File: config.mk
export PLATFORM = sky130hd
export DESIGN_NAME = instruction_fetch
export DESIGN_NICKNAME = d
export VERILOG_FILES = /design/src/rtl/instruction_fetch.sv
export SDC_FILE = /design/constraint.sdc
export NUM_CORES = 1
export LEC_CHECK = 0
export BUFFER_PORTS_ARGS = -buffer_cell sky130_fd_sc_hd__buf_2
export CAP_MARGIN = 20
export CORE_AREA = 4 4 171 173
export CTS_CLUSTER_DIAMETER = 120
export DETAILED_ROUTE_END_ITERATION = 10
export DIE_AREA = 0 0 175 177
export PLACE_DENSITY = 0.41
export RECOVER_POWER = 50
export SLEW_MARGIN = 20
export SYNTH_ARGS = -nofsm -noshare
export SYNTH_HDL_FRONTEND = slang
export SYNTH_SLANG_ARGS = --single-unit
File: constraint.sdc
create_clock -name clk -period 5.45 [get_ports clk]
set_input_delay 0.8175 -clock clk [delete_from_list [all_inputs] [get_ports clk]]
set_output_delay 0.8175 -clock clk [all_outputs]
set_load 0.005 [all_outputs]
File: src/rtl/instruction_fetch.sv
// Fetch stage: program counter, instruction register and an 8-deep circular
// return stack with sticky overflow/underflow flags.
module instruction_fetch (
  input  logic        clk,
  input  logic        rst,
  input  logic        pc_incr_en,
  input  logic        pc_j_en,
  input  logic        pc_call_en,
  input  logic        pc_ret_en,
  input  logic        instr_rd_en,
  input  logic        instr_flush,
  input  logic [4:0]  pclath,
  input  logic [13:0] prog_mem_data,
  output logic [12:0] prog_mem_addr,
  output logic [12:0] pc,
  output logic [13:0] instr_current,
  output logic        stack_overflow,
  output logic        stack_underflow
);

  logic [12:0] stack [0:7];
  logic [2:0]  sp;
  logic [3:0]  depth;
  logic [12:0] jump_target;
  logic [2:0]  sp_prev;

  always_comb begin
    jump_target = {pclath[4:3], instr_current[10:0]};
    sp_prev     = sp - 3'd1;
  end

  assign prog_mem_addr = pc;

  always_ff @(posedge clk or posedge rst) begin
    if (rst) begin
      pc              <= '0;
      instr_current   <= '0;
      sp              <= '0;
      depth           <= '0;
      stack_overflow  <= 1'b0;
      stack_underflow <= 1'b0;
      for (int unsigned i = 0; i < 8; i++) stack[i] <= '0;
    end else begin
      if (pc_ret_en) begin
        // An empty pop still moves sp and reloads PC, exactly like the PIC.
        pc <= stack[sp_prev];
        sp <= sp_prev;
        if (depth == 4'd0) stack_underflow <= 1'b1;
        else               depth <= depth - 4'd1;
      end else if (pc_call_en) begin
        // pc already holds the return address because of prefetch.
        stack[sp] <= pc;
        sp        <= sp + 3'd1;
        pc        <= jump_target;
        if (depth == 4'd8) stack_overflow <= 1'b1;
        else               depth <= depth + 4'd1;
      end else if (pc_j_en) begin
        pc <= jump_target;
      end else if (pc_incr_en) begin
        pc <= pc + 13'd1;
      end

      if (instr_flush)      instr_current <= '0;
      else if (instr_rd_en) instr_current <= prog_mem_data;
    end
  end

endmodule

==> out/metrics.yaml <==
placement:
  dpl.cell_count: 904
  dp_hpwl_mm: 10.94
  io_buffers: 65
  gp_congestion: 0.7114
cells_and_area:
  final_nets: 578
  n_antenna_cell: 0
  syn_to_final_growth_pct: 14.75
  finalNonFillerCells: 933
  drive_above_1_share: 0.3532
setup_path:
  cp.arrival_ns: 3.40
  crit_type: "in -> async"
  ff2ff_setup_slack_ns: 2.66
  crit_path_end_kind: "async pin"
  required_ns: 5.48
  cp-start-kind: "input port"
  path_max_fanout: 97
global_routing:
  first_global_vias: 4484
  antenna_found_initial: 0
  grt_util_all_layers: 0.1145
  grt_max_degree: 98
  grt_pass1_wl_mm: 27.19
  gr-total-overflow: 0
timing:
  tightest_slew_ns: 2.349
  slew_viol_final: 45
  slew_headroom: -0.5662
  hold_violations: 0
  period_needed_ns: 3.369
  skew_ns: 0.007141
  fmax_mhz: 296.8
  fin_crit_sh: 0.6182
  setup_viol: 0
  tns_ns: 0
  rsz0062_at_grt: "false"
detailed_routing:
  drt_iter0_drc: 190
  via_count: 4219
  first_pass_iters: 4
  drc: 0
  ant_nets: 0
  via_per_inst: 4.522
  wl_per_cell_um: 18.29
  finalWirelength_mm: 17.07
cts:
  cts_buffers: 17
  path_clk_slew_ns: 0.06
  cts_tree: "yes"
  holdBufCountCts: 0
  cts_resized: 0
  post_cts_buffers: 0
  cts_root_buffer: "clkbuf_16"
  cts_max_level: 4
  max-clock-path-buffers: 2
  clkSinkCount: 140
  clk_latency_ns: 0.41
hold_path:
  hold_path_class: "reg -> reg"
job:
  max_cap_violations: 1
power_and_ir_drop:
  p_int_mw: 2.843
  switching_share: 0.3366
  netSwitchingPower_mw: 1.443
  cellLeakagePower_nw: 3.590
  power_density_nw_per_um2: 546.2
  combPwrFrac: 0.340
  pwr-share-clk: 0.243
  pwr-share-seq: 0.417
  ir_worst_vdd_mv: 0.2160
logic_synthesis:
  post-synth-top-count-cell: "dfrtp_1"
  yosysTopAreaCell: "dfrtp_1"
  syn_nets: 540
  synth.area.top_cells: "dfrtp_1 (51%), mux2_2 (12%), mux4_2 (7.6%)"
  yosys_warnings: 0
  avgSynthCellArea_um2: 13.49
  synth_ff_type: "dfrtp_1"
  synth-edff-count: 0
  synthCells: 507
  netlist_area_um2: 6838
  yosys.area.top_type_share: 0.5124
  synth.distinct_cells: 51
  yosys_register_bits: 140
  async_flop_share: 1.000
  synth_common_cells: "dfrtp_1 (140), mux2_2 (74), nor2_1 (37), mux2_1 (30), buf_4 (24)"
  synth_seq_area_share: 0.5124
outcome:
  violations: "max-capacitance violations, max-slew violations"
  outcome: "finished with violations"
floorplan:
  dieArea_um2: 30980
  die_x_um: 175
  io_pins: 69
  num_rows: 61
  initial_utilization: 0.2475
  core-area_um2: 27630
  die_h_um: 177
## final timing paths
check / from / cells after the start / endpoint
max: rst / 3 / stack[52]$_DFFE_PP0P_
min: stack_overflow$_DFFE_PP0P_ / 1 / stack_overflow$_DFFE_PP0P_
max reg2reg: sp[0]$_DFFE_PP0P_ / 8 / pc[2]$_DFFE_PP0P_
min reg2reg: stack_overflow$_DFFE_PP0P_ / 1 / stack_overflow$_DFFE_PP0P_
max in group clk: pc_ret_en / 5 / stack[31]$_DFFE_PP0P_
min in group asynchronous: rst / 2 / stack[44]$_DFFE_PP0P_
## metal layers
metal,vias up,global-route usage,routed length [um]
li1,1900,-,-
met1,2200,0.1501,7731
met2,93,0.1905,8290
met3,26,0.02136,591
met4,0,0.04124,453
met5,-,0,0
## kinds of logic after synthesis
| family | Yosys count | share of synthesized area |
|---|---|---|
| and+or+nand+nor | 82 | 0.06167 |
| buffers and inverters | 61 | 0.05563 |
| AOI/OAI and AO/OA | 57 | 0.05673 |
| DFF | 140 | 0.5124 |
| xor gates and xnor gates | 16 | 0.02049 |
| muxes | 145 | 0.2811 |
| adders and majority gates | 6 | 0.01208 |
## worst max-delay path, cell delays in order
cell and delay [ns]:
clkbuf_1 0.11, inv_6 0.61, clkbuf_1 1.74
## power by group through the flow
| stage | registers [mW] | clock network (mW) | logic, mW |
|---|---|---|---|
| after floorplan | 1.61 | 0 | 1.27 |
| after global placement | 1.77 | 0 | 1.47 |
| after detailed placement | 1.81 | 0 | 1.49 |
| after CTS | 1.79 | 1.08 | 1.50 |
| after global routing | 1.85 | 1.13 | 1.59 |
| final | 1.79 | 1.04 | 1.46 |
## cell type report
class | instances | area, um^2
Clock inverter | 6 | 40.04
Timing Repair Buffer | 73 | 365.4
Sequential cell | 140 | 3505
Clock buffer | 23 | 488.0
Multi-Input combinational cell | 306 | 2944
Fill cell | 2857 | 19780
Inverter | 7 | 31.28
Tap cell | 378 | 473.0
## registers in the layout (all words and copies together), names as in the netlist
name / count
pc: 13
instr_current: 14
depth: 4
stack_underflow: 1
stack: 104
sp: 3
stack_overflow: 1
## placed cells by master, fill, tap and decap left out, drive strengths merged, types with 2 or more instances in the layout
master | synthesis | routed
a31o | 3 | 3
xnor2 | 10 | 10
a21o | 3 | 3
or3 | 3 | 3
a211oi | 4 | 4
mux4 | 26 | 26
clkbuf | 16 | 37
nand4 | 2 | 2
and3 | 3 | 3
clkinv | 0 | 2
a32oi | 2 | 2
nand2 | 18 | 18
nor3 | 2 | 2
nor2 | 37 | 37
nand3 | 5 | 5
mux2i | 14 | 14
dfrtp | 140 | 140
a22oi | 7 | 7
a21oi | 12 | 12
xor2 | 6 | 6
ha | 5 | 5
a221oi | 2 | 2
inv | 7 | 7
and4 | 3 | 3
clkinvlp | 0 | 4
and2 | 4 | 4
a22o | 2 | 2
buf | 38 | 59
mux2 | 105 | 105
o21ai | 8 | 8
a31oi | 8 | 8
## metrics by stage
stage / util / hold slack (ns) / cell area [um^2] / setup WS, ns / total power [mW]
finish: 0.2840 / 0.4692 / 7846 / 2.081 / 4.285
global placement: 0.2660 / 0.4498 / 7348 / 2.474 / 3.240
floorplan: - / 0.4488 / 6838 / 0.8796 / 2.885
global route: 0.2840 / 0.4872 / 7846 / 1.338 / 4.576
detailed placement: 0.2660 / 0.4560 / 7348 / 2.442 / 3.300
CTS: 0.2851 / 0.4712 / 7876 / 2.623 / 4.370
(Power assumes the default switching activity.)
